$ cat config.mk
export PLATFORM = sky130hd
export DESIGN_NAME = matrix_result_serializer
export DESIGN_NICKNAME = d
export VERILOG_FILES = /design/src/rtl/matrix_result_serializer.sv
export SDC_FILE = /design/constraint.sdc
export NUM_CORES = 1
export LEC_CHECK = 0
export ABC_AREA = 1
export BUFFER_PORTS_ARGS = -buffer_cell sky130_fd_sc_hd__buf_2
export CORE_ASPECT_RATIO = 1.5
export CORE_MARGIN = 4
export CORE_UTILIZATION = 57
export DETAILED_ROUTE_END_ITERATION = 12
export GPL_TIMING_DRIVEN = 0
export PLACE_DENSITY = 0.85
export SLEW_MARGIN = 10
export SYNTH_ARGS = -nofsm -noshare
export SYNTH_HDL_FRONTEND = slang
export SYNTH_SLANG_ARGS = --single-unit
$ cat constraint.sdc
create_clock -name clk -period 4 [get_ports clk]
set_input_delay 0.2 -clock clk [delete_from_list [all_inputs] [get_ports clk]]
set_output_delay 0.2 -clock clk [all_outputs]
set_load 0.1 [all_outputs]
$ cat src/rtl/matrix_result_serializer.sv
// Read-out stage of the 2x2 matrix multiplier: captures c00..c11 on an
// accepted start and streams them row-major over a valid/ready handshake.
//
// state | meaning
// IDLE  | waiting for start; holding registers keep the last capture
// SEND  | presenting holding[idx] on dout until the fourth transfer
module matrix_result_serializer #(
    parameter int DW = 17
) (
    input  logic          clk,
    input  logic          mr,
    input  logic          ce,
    input  logic          start,
    input  logic [DW-1:0] c00,
    input  logic [DW-1:0] c01,
    input  logic [DW-1:0] c10,
    input  logic [DW-1:0] c11,
    output logic [DW-1:0] dout,
    output logic          dout_row,
    output logic          dout_col,
    output logic          dout_valid,
    input  logic          dout_ready,
    output logic          busy,
    output logic          done,
    output logic          overrun
);

    typedef enum logic {
        S_IDLE = 1'b0,
        S_SEND = 1'b1
    } state_t;

    state_t        state_q, state_d;
    logic [1:0]    idx_q, idx_d;
    logic [1:0]    idx_inc;
    logic [DW-1:0] hold_q [0:3];
    logic [DW-1:0] hold_d [0:3];
    logic [DW-1:0] dout_q, dout_d;
    logic          busy_q, busy_d;
    logic          done_q, done_d;
    logic          overrun_q, overrun_d;
    logic          xfer;

    // Valid is the only unregistered output: SEND gated by the clock enable.
    assign dout_valid = (state_q == S_SEND) && ce;
    assign xfer       = dout_valid && dout_ready;
    assign idx_inc    = idx_q + 2'd1;

    assign dout     = dout_q;
    assign dout_row = idx_q[1];
    assign dout_col = idx_q[0];
    assign busy     = busy_q;
    assign done     = done_q;
    assign overrun  = overrun_q;

    // Next-state logic: capture on start, advance on transfer, hold when ce=0.
    always_comb begin
        state_d   = state_q;
        idx_d     = idx_q;
        hold_d    = hold_q;
        dout_d    = dout_q;
        busy_d    = busy_q;
        overrun_d = overrun_q;
        done_d    = 1'b0;

        if (ce) begin
            case (state_q)
                S_IDLE: begin
                    if (start) begin
                        hold_d[0] = c00;
                        hold_d[1] = c01;
                        hold_d[2] = c10;
                        hold_d[3] = c11;
                        idx_d     = 2'd0;
                        dout_d    = c00;
                        busy_d    = 1'b1;
                        state_d   = S_SEND;
                    end
                end
                S_SEND: begin
                    // A second start cannot be honoured; flag it, keep the data.
                    if (start) begin
                        overrun_d = 1'b1;
                    end
                    if (xfer) begin
                        if (idx_q == 2'd3) begin
                            idx_d   = 2'd0;
                            dout_d  = hold_q[0];
                            busy_d  = 1'b0;
                            done_d  = 1'b1;
                            state_d = S_IDLE;
                        end else begin
                            idx_d  = idx_inc;
                            dout_d = hold_q[idx_inc];
                        end
                    end
                end
                default: begin
                    state_d = S_IDLE;
                end
            endcase
        end
    end

    // State register with synchronous master reset overriding everything.
    always_ff @(posedge clk) begin
        if (mr) begin
            state_q   <= S_IDLE;
            idx_q     <= 2'd0;
            dout_q    <= '0;
            busy_q    <= 1'b0;
            done_q    <= 1'b0;
            overrun_q <= 1'b0;
            for (int i = 0; i < 4; i++) begin
                hold_q[i] <= '0;
            end
        end else begin
            state_q   <= state_d;
            idx_q     <= idx_d;
            dout_q    <= dout_d;
            busy_q    <= busy_d;
            done_q    <= done_d;
            overrun_q <= overrun_d;
            for (int i = 0; i < 4; i++) begin
                hold_q[i] <= hold_d[i];
            end
        end
    end

endmodule

# Yosys cells after proc, flatten, opt, wreduce, memory -nomap -nowiden
# Index checks and enable logic that the tools add are counted.
[classes] addsub=1 magnitude_cmp=1 eq_ne=4 muxes=20 bitwise=4 reduce_logical=7
[op_table] op="two-way mux 17 bit" n=5
[op_table] op="binary-select mux 17 bit (select 2 bit)" n=1
[op_table] op="case mux 17 bit (2 select lines)" n=1
[op_table] op="AND reduction 3 bit" n=3
[op_table] op="two-way mux 1 bit" n=7
[op_table] op="two-way mux 2 bit" n=3
[op_table] op="inequality test 2 x 1 -> 1 bit (second input constant)" n=2
[op_table] op="case mux 1 bit (2 select lines)" n=2
[op_table] op="case mux 2 bit (2 select lines)" n=1
[op_table] op="AND reduction 4 bit" n=1
[op_table] op="OR reduction 4 bit" n=1
[op_table] op="greater-or-equal comparator 3 bit (second input constant)" n=1
[op_table] op="inverter 1 bit" n=3
[op_table] op="inverter 2 -> 3 bit" n=1
[op_table] op="adder 2 x 1 -> 2 bit (second input constant)" n=1
[op_table] op="== test 2 bit (second input constant)" n=1
[op_table] op="logical AND 1 bit" n=2
[op_table] op="inequality test 2 bit (second input constant)" n=1
[totals] reg_bits=91 in_bits=73 out_inout_bits=23 wordCells=47

# Longest topological paths before layout
[logic_depth] depth_word=8 ltp_mapped=9

# Worst setup path before layout
# Ideal clock, no wire load.
[synth_path] path_kind="reg2reg" start="register idx_q[0]" end="register dout_q[10] (netlist: dout[10])" arrival_ns=2.235 slack_ns=1.642 stages_incl_launch_ff=10 path_buffers=2 synth_period_minus_slack_ns=2.358 cell_sequence="dfxtp_1 ha_1 buf_2 nor2_2 buf_2 nand2_1 nand2_1 nand2_1 nand2_1 a21oi_1"
[synth_between] elab_chain_len=8
[synth_rtl] item="start: declaration" line_no="34" rtl="logic [1:0] idx_q, idx_d;"
[synth_rtl] item="start signal: assignment" line_no="119" rtl="idx_q <= idx_d;"
[synth_rtl] item="adder 2 x 1 -> 2 bit" line_no="47" rtl="assign idx_inc = idx_q + 2'd1;"
[synth_rtl] item="inverter 2 -> 3 bit (not written as such)" line_no="94" rtl="dout_d = hold_q[idx_inc];"
[synth_rtl] item="binary-select mux 17 bit (select 2 bit)" line_no="94"
[synth_rtl] item="two-way mux 17 bit (not written as such) (2 in a row)" line_no="94"
[synth_rtl] item="two-way mux 17 bit (*)" line_no="86" rtl="if (idx_q == 2'd3) begin"
[synth_rtl] item="two-way mux 17 bit (*)" line_no="85" rtl="if (xfer) begin"
[synth_rtl] item="case mux 17 bit (2 select lines) (*)" line_no="67" rtl="case (state_q)"
[synth_rtl] item="end signal: assignment" line_no="120" rtl="dout_q <= dout_d;"
[synth_rtl] item="end: declaration" line_no="38" rtl="logic [DW-1:0] dout_q, dout_d;"
# Every way passes the cells marked *; elsewhere a longest branch is shown, timed or not. The select of a mux whose other input is x is not followed.
# A chain may end at the register's enable or synchronous reset.

# Worst setup path in the final report
# Same ends and word-level chain as after synthesis.

==> summary.txt <==
Status
  • Result of the run: complete, no violations

Synth
  • Most area-consuming cells after synthesis: sky130_fd_sc_hd__dfxtp_1, sky130_fd_sc_hd__a21oi_1, sky130_fd_sc_hd__o21ai_0, sky130_fd_sc_hd__nand2_1, sky130_fd_sc_hd__nor2_1
  • #FFs+latches synth: between 90 and 100
  • Fraction of synthesized cell area taken by the top area cell type: 0.470
  • Dominant cell type by area after synthesis: sky130_fd_sc_hd__dfxtp_1
  • Net count of the mapped netlist: 625
  • Area of the mapped netlist: 3880 um^2
  • Yosys synthesis warning count: 0
  • Synth unique cells: 21
  • Portion of the post-synthesis area used by sequential elements: 0.470
  • Post-Syn Instances: 551
  • Post-Syn Area per Cell: 7.04 um^2

Global route
  • Leftover overflow at the end of global routing: 0
  • Initial antenna violation count: 0
  • Largest net degree at the start of global routing: 14
  • Total global-route track usage: 0.273
  • Wire length of the first global-routing pass: ~17000 um
  • Vias in the first global route: 3782

Detailed routing
  • Detailed-route wire length per cell: 14.7 um
  • DRC violation count after routing: 0
  • Iteration-0 DRC count of the detailed router: 370
  • Antenna-violating nets left: 0
  • Number of optimization iterations in the first detailed-route pass: 7
  • Post-DR vias/cell: 5.54
  • Detailed-route wire length: between 10000 and 15000 um
  • Total number of vias: between 4000 and 5000

CTS
  • Register clock-pin slew on the reported worst setup and hold paths: ~0.090 ns
  • # hold bufs at CTS: 0
  • Cts repair resizes: 0
  • CTS H-Tree Depth: 3
  • Number of sinks on the clock net: 91
  • Clock tree root buffer cell: sky130_fd_sc_hd__clkbuf_8
  • Post-CTS setup repair buffer count: 0
  • TritonCTS clock tree: built
  • Worst-case clock buffer depth: 2
  • Worst-skew pair later-pin latency: 0.36 ns
  • Inserted Clock Buffers: 9

Pwr
  • Power Dens Cells: roughly 440 nW/um^2
  • Share of total power in the clock network: 0.312
  • Reg power frac: 0.493
  • Largest vdd supply drop: 285 uV
  • Total power after layout: between 0.002 and 0.0025 W
  • Switching pwr: approximately 0.00063 W
  • Leakage power summed over all cells: 2.19 nW
  • Combinational group share of total power: 0.195
  • Internal power summed over all cells: 0.00140 W
  • Net switching share of the total power: 0.310

Worst setup path
  • Worst setup path startpoint: idx_q[0]$_SDFFE_PP0P_
  • Crit Path Category: register to register
  • Setup slack on the worst flop-to-flop path: 2.00 ns
  • Cells traversed along the worst timing path: ha_1, buf_2, nor2_2, buf_2, nand2_1, nand2_1, nand2_1, nand2_1, a21oi_1
  • Maximum fanout count along the critical path: 10
  • Number of gates on the worst path with buffers counted: 9
  • Cell family with most CP delay: simple AND/OR/NAND/NOR gates
  • Delay contributed by the slowest stage of the critical path: 0.45 ns
  • Termination of the worst setup path: dout[10]$_SDFFE_PP0P_
  • Reg-to-reg critical path startpoint: idx_q[0]$_SDFFE_PP0P_
  • Kind of start point of the critical path: register
  • Element type at the critical path end: register
  • Data arrival, critical path: 2.25 ns
  • Critical Path Most Common Cell: sky130_fd_sc_hd__nand2_1
  • Endpoint of the most critical register-to-register path: dout[10]$_SDFFE_PP0P_
  • Critical Path Slowest Stage Cell: sky130_fd_sc_hd__dfxtp_1
  • Number of cells on the worst reg-to-reg path: 9
  • Worst path buffer plus inverter count: 2
  • Data required, critical path: 4.25 ns

Floorplanning
  • Number of top-level pins: between 90 and 100
  • Row cnt: 36
  • Starting density of the core: 0.590
  • Chip Width: between 70 and 80 um
  • Area of the core: 6580 um^2
  • Floorplan die area: between 8000 and 9000 um^2
  • Height of the chip: 109 um

Timing
  • Clk_skew: between 0.007 and 0.008 ns
  • Unrepaired setup endpoints after global routing: false
  • Setup-failing EPs final: 0
  • Final-report hold violation count: 0
  • Number of pins exceeding their max-slew limit in the final report: 0
  • Worst slew margin: 0.672
  • Sum of negative setup slack: 0 ns
  • Slew at the pin closest to its max-slew limit: 0.495 ns
  • Share of the cycle needed by the critical path after routing: 0.500
  • Post-route minimum period: 2.00 ns
  • FMAX: 500 MHz

Layout
  • Final #Nets: 731
  • Fraction of layout cells with a size suffix above 1: 0.206
  • Total inserted antenna cells: 0
  • Final Instance Area: 4640 um^2
  • Area growth from synthesis to final layout: 19.7%

Placed design
  • Placed cell area: roughly 4400 um^2
  • Total of buffers placed on input and output ports: 95
  • Detailed placement HPWL: 7980 um
  • Final Wtd Congestion: roughly 0.87

Min path
  • Worst min-delay path category: primary input to register

Run
  • Maximum capacitance violations: 0
## tightest hold or removal path: cells and delay by family
family	cells	cell delay (ns)
buffers and inverters	1	0.07
and+or+nand+nor	2	0.11
## worst min-delay path by stage
stage	cells past startpoint	endpoint	slack, ns	startpoint
finish	3	hold_q[23]$_SDFFE_PP0P_	0.05	c10[6]
global route	3	hold_q[23]$_SDFFE_PP0P_	0.06	c10[6]
CTS	3	hold_q[3]$_SDFFE_PP0P_	0.05	c11[3]
detailed placement	3	hold_q[22]$_SDFFE_PP0P_	0.43	c10[5]
global placement	3	hold_q[5]$_SDFFE_PP0P_	0.42	c11[5]
floorplan	1	busy$_SDFFE_PP0P_	0.27	mr
## per-layer routing
metal / part of all wire / global-route usage
met4: 0.036 / 0.143
met2: 0.50 / 0.469
met1: 0.39 / 0.322
met3: 0.069 / 0.0351
met5: 0 / 0
## cells in the mapped netlist, drive strengths merged
master    n
inv      41
a211oi    2
a21oi    87
dfxtp    91
nand2   113
clkbuf   18
nor2     76
ha        1
o21a      1
nand3    17
buf      18
o21ai    84
clkinv    2
## final cells by class
| type | count | area [um^2] |
|---|---|---|
| Clock inverter | 2 | 35.0 |
| Inverter | 43 | 161 |
| Timing Repair Buffer | 95 | 475 |
| Fill cell | 570 | 1930 |
| Tap cell | 76 | 95.1 |
| Clock buffer | 13 | 159 |
| Sequential cell | 91 | 1820 |
| Buffer | 36 | 174 |
| Multi-Input combinational cell | 381 | 1720 |
## sequential cells by signal (all words and copies together), names as in the netlist
| signal | cells |
|---|---|
| busy | 1 |
| done | 1 |
| dout | 17 |
| hold_q | 68 |
| idx_q | 2 |
| overrun | 1 |
| state_q | 1 |
## through the flow
stage          utilization  hold slack [ns]  setup WS, ns  std cells
4_1_cts              0.706           0.0501          2.06        737
3_3_place_gp         0.676            0.422          2.11        722
2_1_floorplan            -            0.269          1.64        551
5_1_grt              0.706           0.0615          1.83        737
6_report             0.706           0.0527          2.00        737
3_5_place_dp         0.676            0.427          2.08        722
## power by group through the flow
stage | logic (W) | registers [W] | clock network [W]
floorplan | 0.000167 | 0.00112 | 0
global placement | 0.000381 | 0.00101 | 0
detailed placement | 0.000388 | 0.00102 | 0
CTS | 0.000391 | 0.000996 | 0.000626
global route | 0.000429 | 0.00100 | 0.000661
finish | 0.000395 | 0.000997 | 0.000630
## cells in the final DEF, fill, tap and decap left out, types with 2 or more instances in the layout
| cell | instances |
|---|---|
| sky130_fd_sc_hd__buf_2 | 108 |
| sky130_fd_sc_hd__a21oi_1 | 87 |
| sky130_fd_sc_hd__clkbuf_8 | 11 |
| sky130_fd_sc_hd__nand2_1 | 109 |
| sky130_fd_sc_hd__nand2_2 | 3 |
| sky130_fd_sc_hd__o21ai_0 | 84 |
| sky130_fd_sc_hd__dfxtp_1 | 91 |
| sky130_fd_sc_hd__nor2_4 | 2 |
| sky130_fd_sc_hd__nand3_1 | 17 |
| sky130_fd_sc_hd__nor2_1 | 72 |
| sky130_fd_sc_hd__buf_4 | 2 |
| sky130_fd_sc_hd__a211oi_1 | 2 |
| sky130_fd_sc_hd__inv_2 | 3 |
| sky130_fd_sc_hd__clkinv_1 | 2 |
| sky130_fd_sc_hd__clkbuf_1 | 20 |
| sky130_fd_sc_hd__buf_6 | 2 |
| sky130_fd_sc_hd__nor2_2 | 2 |
| sky130_fd_sc_hd__inv_1 | 38 |
## cell families (layout without fill, tap and decap cells)
kind of cell	Yosys count	count (layout)	share of synthesized area
fa+ha+maj	1	1	0.00323
buf+inv	79	189	0.0865
simple gates	206	206	0.214
compound gates	174	174	0.227
flops	91	91	0.470
(Power assumes the default switching activity.)
